<file path="src/rtl/fwrisc_regfile_ctrl.sv">
// Register-file front end: zero-scrubs all 64 entries after reset, then round-robin arbitrates the write port.
// Optional debug access port is enabled with `define FWRISC_REGFILE_DBG_EN.
module fwrisc_regfile_ctrl (
    input  logic        clock,
    input  logic        reset,
    input  logic [5:0]  core_ra_raddr,
    input  logic        core_ra_en,
    output logic [5:0]  ra_raddr,
    input  logic [31:0] ra_rdata,
    input  logic        ex_wvalid,
    input  logic [5:0]  ex_waddr,
    input  logic [31:0] ex_wdata,
    output logic        ex_wready,
    input  logic        ld_wvalid,
    input  logic [5:0]  ld_waddr,
    input  logic [31:0] ld_wdata,
    output logic        ld_wready,
    output logic [5:0]  rd_waddr,
    output logic [31:0] rd_wdata,
    output logic        rd_wen,
`ifdef FWRISC_REGFILE_DBG_EN
    input  logic        dbg_req,
    input  logic        dbg_we,
    input  logic [5:0]  dbg_addr,
    input  logic [31:0] dbg_wdata,
    output logic [31:0] dbg_rdata,
    output logic        dbg_ack,
`endif
    output logic        init_busy
);

    typedef enum logic {SCRUB, RUN} state_e;
    typedef enum logic {LG_EX, LG_LD} lg_e;

    state_e     state_q, state_d;
    logic [5:0] scrub_addr_q, scrub_addr_d;
    lg_e        lg_q, lg_d;
    logic       gnt_ex, gnt_ld;

`ifdef FWRISC_REGFILE_DBG_EN
    logic        ack_q, ack_d;
    logic        ack_rd_q, ack_rd_d;
    logic [31:0] dbg_rdata_q;
    logic        dbg_wr_acc, dbg_rd_acc;
`else
    logic        unused_ra_rdata;
    assign unused_ra_rdata = ^ra_rdata;
`endif

    always_ff @(posedge clock) begin
        if (reset) begin
            state_q      <= SCRUB;
            scrub_addr_q <= 6'd0;
            lg_q         <= LG_LD;
`ifdef FWRISC_REGFILE_DBG_EN
            ack_q        <= 1'b0;
            ack_rd_q     <= 1'b0;
            dbg_rdata_q  <= 32'd0;
`endif
        end else begin
            state_q      <= state_d;
            scrub_addr_q <= scrub_addr_d;
            lg_q         <= lg_d;
`ifdef FWRISC_REGFILE_DBG_EN
            ack_q        <= ack_d;
            ack_rd_q     <= ack_rd_d;
            dbg_rdata_q  <= dbg_rdata;
`endif
        end
    end

    // A tie goes to whichever requester was not granted last.
    assign gnt_ex = ex_wvalid & (~ld_wvalid | (lg_q == LG_LD));
    assign gnt_ld = ld_wvalid & ~gnt_ex;

`ifdef FWRISC_REGFILE_DBG_EN
    // Debug only uses the write port when both core paths are idle.
    assign dbg_wr_acc = ~reset & (state_q == RUN) & dbg_req & dbg_we
                        & ~ex_wvalid & ~ld_wvalid & ~ack_q;
    assign dbg_rd_acc = ~reset & (state_q == RUN) & dbg_req & ~dbg_we
                        & ~core_ra_en & ~ack_q;
    assign dbg_ack    = ack_q & ~reset;
    // Read data arrives in the ack cycle; pass it straight through, then hold it.
    assign dbg_rdata  = (ack_q & ack_rd_q & ~reset) ? ra_rdata : dbg_rdata_q;
`endif

    always_comb begin
        state_d      = state_q;
        scrub_addr_d = scrub_addr_q;
        lg_d         = lg_q;
        rd_wen       = 1'b0;
        rd_waddr     = 6'd0;
        rd_wdata     = 32'd0;
        ex_wready    = 1'b0;
        ld_wready    = 1'b0;
        init_busy    = 1'b1;
        ra_raddr     = core_ra_raddr;
`ifdef FWRISC_REGFILE_DBG_EN
        ack_d        = dbg_wr_acc | dbg_rd_acc;
        ack_rd_d     = dbg_rd_acc;
        if (dbg_rd_acc) ra_raddr = dbg_addr;
`endif
        if (!reset) begin
            case (state_q)
                SCRUB: begin
                    rd_wen       = 1'b1;
                    rd_waddr     = scrub_addr_q;
                    scrub_addr_d = scrub_addr_q + 6'd1;
                    if (scrub_addr_q == 6'd63) state_d = RUN;
                end
                RUN: begin
                    init_busy = 1'b0;
                    if (gnt_ex) begin
                        ex_wready = 1'b1;
                        rd_waddr  = ex_waddr;
                        rd_wdata  = ex_wdata;
                        rd_wen    = |ex_waddr;
                        lg_d      = LG_EX;
                    end else if (gnt_ld) begin
                        ld_wready = 1'b1;
                        rd_waddr  = ld_waddr;
                        rd_wdata  = ld_wdata;
                        rd_wen    = |ld_waddr;
                        lg_d      = LG_LD;
                    end
`ifdef FWRISC_REGFILE_DBG_EN
                    else if (dbg_wr_acc) begin
                        rd_waddr = dbg_addr;
                        rd_wdata = dbg_wdata;
                        rd_wen   = |dbg_addr;
                    end
`endif
                end
                default: state_d = SCRUB;
            endcase
        end
    end

endmodule

</file>
<file path="config.mk">
export PLATFORM = sky130hd
export DESIGN_NAME = fwrisc_regfile_ctrl
export DESIGN_NICKNAME = d
export VERILOG_FILES = /design/src/rtl/fwrisc_regfile_ctrl.sv
export SDC_FILE = /design/constraint.sdc
export NUM_CORES = 1
export LEC_CHECK = 0
export ABC_AREA = 1
export CORE_ASPECT_RATIO = 1.1
export CORE_MARGIN = 8
export CORE_UTILIZATION = 20
export DETAILED_ROUTE_END_ITERATION = 8
export PLACE_DENSITY = 0.77
export SYNTH_ARGS = -nofsm -noshare
export SYNTH_HDL_FRONTEND = slang
export SYNTH_SLANG_ARGS = --single-unit
</file>
<file path="constraint.sdc">
create_clock -name clock -period 1.2 [get_ports clock]
set_input_delay 0.24 -clock clock [delete_from_list [all_inputs] [get_ports clock]]
set_output_delay 0.24 -clock clock [all_outputs]
set_load 0.01 [all_outputs]
</file>
==> results by group <==
Clock network
  • Clock Latency Late Sink: 0.24 ns
  • Clock root buffer: clkbuf_8
  • Hold buffers post-CTS: 0
  • Clk pin slew, worst setup/hold paths: 0.05 ns
  • Longest Clk Path Bufs: 2
  • Htree depth: 1
  • CTS sink cnt: 8
  • CTS tree: done
  • CTS buffer count: 3

Floorplan
  • FP Rows: 27
  • Die height: 91.8 µm
  • Core Region: 5030 µm²
  • Die Width: 84.9 µm
  • Initial core utilization: 0.208
  • Die ar.: 7800 µm²
  • Top-level port count: 167

Detailed routing
  • M1 WL: 2.38 mm
  • Total number of vias: 1,828
  • Met3 wire len: 609 µm
  • Iter 0 DRT Violations: 36
  • WL/cell: 14.9 µm
  • # DRC: 0
  • DR WL met2: 3.07 mm
  • Drt pass-1 iters: 4
  • Final wirelength: 6.15 mm
  • Vias per inst: 4.43
  • Detail Route Antenna Nets: 0
  • Highest routed layer: met4

Setup path
  • CP max stage cell: dfxtp_4
  • Critical path's largest stage delay: 0.35 ns
  • Cell mode on critical path: nand2_1
  • Worst R2R Start: state_q
  • R2r setup slk: 0.08 ns
  • Worst Reg-to-Reg Cells: 8
  • R2R Path End: scrub_addr_q[5]
  • Crit path kind: flop to primary output
  • Critical Path Fanout Max: 8
  • Crit end category: primary output
  • CP bufs+invs: 4
  • CP delay by family, top: buffers and inverters
  • Critical-path cell list: a21oi_4, nand2_2, inv_4, buf_12, buf_16, nand2_1, nand2_1, buf_2
  • Worst Path Required: 0.96 ns
  • WP data arrival: 1.39 ns
  • Worst setup SP type: flop

Synth
  • Multiplexer area fraction after synthesis: 0
  • Yosys warns: 0
  • Post-synth top area share: 0.453
  • Post-synthesis simple-gate area fraction: 0.594
  • Compound-Gate Fraction of Synth Area: 0.0826
  • Synthesized area per cell: 4.95 µm²
  • Syn Inst Count: 211
  • Post-synthesis adder-cell area fraction: 0.0120
  • FF+latch count, synth: 8
  • Post-Synth XOR/XNOR Area: 0
  • Area leader, netlist: nand2_1
  • Main combinational cell family by area after synthesis: simple AND/OR/NAND/NOR gates
  • Count of cell types in the netlist: 21
  • Syn_nets: 331
  • Mapped cell area: 1040 µm²
  • Top cells by area, synth: nand2_1, dfxtp_1, nor2_1
  • Seq/Total Area, Yosys: 0.153

Global routing
  • First-pass GRT wire length: 9.46 mm
  • Initial antenna violation count: 0
  • Vias in the first global route: 1,861
  • Largest net degree at the start of global routing: 19
  • Gr ovfl total: 0
  • All-Layer GR Usage: 0.152

Power
  • VDD IR max: 0.433 mV
  • Register share of total power: 0.264
  • Leak: 1.42 nW
  • Clock Power Share: 0.339
  • Power Density: 364 nW/µm²
  • Switching part of the total power: 0.243
  • Pint: 788 µW
  • Sw power: 253 µW
  • Comb pwr share: 0.396

STA
  • Worst Tran Pin Value: 0.243 ns
  • Max-slew violation count: 0
  • Post-Route Setup TNS: -16.03 ns
  • Fin worst setup slack: -0.428 ns
  • Tcrit/Tclk final: 1.36
  • RSZ-0062 raised after global routing: true
  • Worst hold slack: 0.480 ns
  • Setup Skew: 0.00531 ns
  • Fmax: 0.614 GHz
  • Final setup vio count: 42
  • Final min period: 1.63 ns
  • Relative slew slack: 0.838
  • Fin. Hold Viols: 0

Min path
  • WHS Path Cells: 0
  • Hold Path Sink: ra_raddr[4]
  • Hold_sp: core_ra_raddr[4]
  • Worst Hold Class: input port to primary output

Cells and area
  • Register area: 168 µm²
  • Diode count: 0
  • Layout Utilization: 0.568
  • Area of the multi-input gates: 948 µm²
  • Most frequent cells in the layout: clkdlybuf4s50_1, nand2_1, nand2_2, buf_6, buf_4
  • Fill count: 454
  • Nets: 476
  • Commonest non-fill, non-tap cell in the layout: clkdlybuf4s50_1
  • Layout cells sized above 1: 0.442
  • Area Overhead vs Synth: 174%

Placed design
  • Final HPWL DP: 4.91 mm
  • Pre-CTS WS: -0.993 ns
  • Placer Congestion: 0.791
  • PortBufs: 121

Run status
  • Run status: finished, violations left
  • Failing checks: negative setup slack

Run
  • Max Cap Violations: 0
[cell families after synthesis]
group,after synthesis
AOI/OAI and AO/OA,15
adders and majority gates,1
buffers and inverters,31
DFF,8
and+or+nand+nor,156
[power groups by stage]
stage / clock (mW) / sequential (mW) / combinational (mW)
after floorplan: 0 / 0.284 / 0.0821
after global routing: 0.374 / 0.276 / 0.444
after detailed placement: 0 / 0.282 / 0.390
after global placement: 0 / 0.282 / 0.388
final: 0.353 / 0.275 / 0.412
after CTS: 0.366 / 0.275 / 0.390
[per-stage QoR]
stage          std cells  total power, mW  instance area, µm²
2_1_floorplan        211            0.367                1180
3_3_place_gp         399            0.669                2540
3_5_place_dp         399            0.672                2540
4_1_cts              409             1.03                2680
5_1_grt              413             1.09                2860
6_report             413             1.04                2860
[cell usage after synthesis, drive strengths merged]
cell type / instances
nand2: 126
inv: 17
o31ai: 1
ha: 1
nand3: 9
buf: 12
dfxtp: 8
nor2: 18
clkbuf: 2
o211ai: 1
a211oi: 1
nor3: 2
nand4: 1
a21oi: 9
o21ai: 3
[worst max path at each step]
stage               startpoint           end  cells past startpoint
floorplan              state_q  rd_wdata[22]                      7
global placement     ex_wvalid  rd_wdata[12]                      7
detailed placement   ex_wvalid  rd_wdata[17]                      7
CTS                       lg_q  rd_wdata[31]                      9
global route           state_q  rd_wdata[15]                      8
finish                    lg_q   rd_wdata[0]                      8
[cell type report]
cell class | instances | share of cell area
Clock buffer | 4 | 0.0158
Inverter | 17 | 0.0249
Multi-Input combinational cell | 172 | 0.332
Sequential cell | 8 | 0.0586
Tap cell | 58 | 0.0254
Timing Repair Buffer | 154 | 0.544
[state kept, by name, indices dropped and copies added (netlist names)]
signal,flops
state_q,1
scrub_addr_q,6
lg_q,1
[layer usage]
metal | track usage | vias to the layer above
met3 | 0.0544 | 10
met2 | 0.286 | 87
met1 | 0.153 | 804
li1 | - | 927
met5 | 0 | -
met4 | 0.0446 | 0
[repair_timing]
| action | CTS | global route |
|---|---|---|
| setup endpoints to repair | 43 | 44 |
| pin swaps | 7 | 14 |
| gates resized for setup | 199 | 58 |
| setup buffers | 3 | 5 |
| gates cloned | 3 | 0 |
Power figures use the tool's default switching activity.
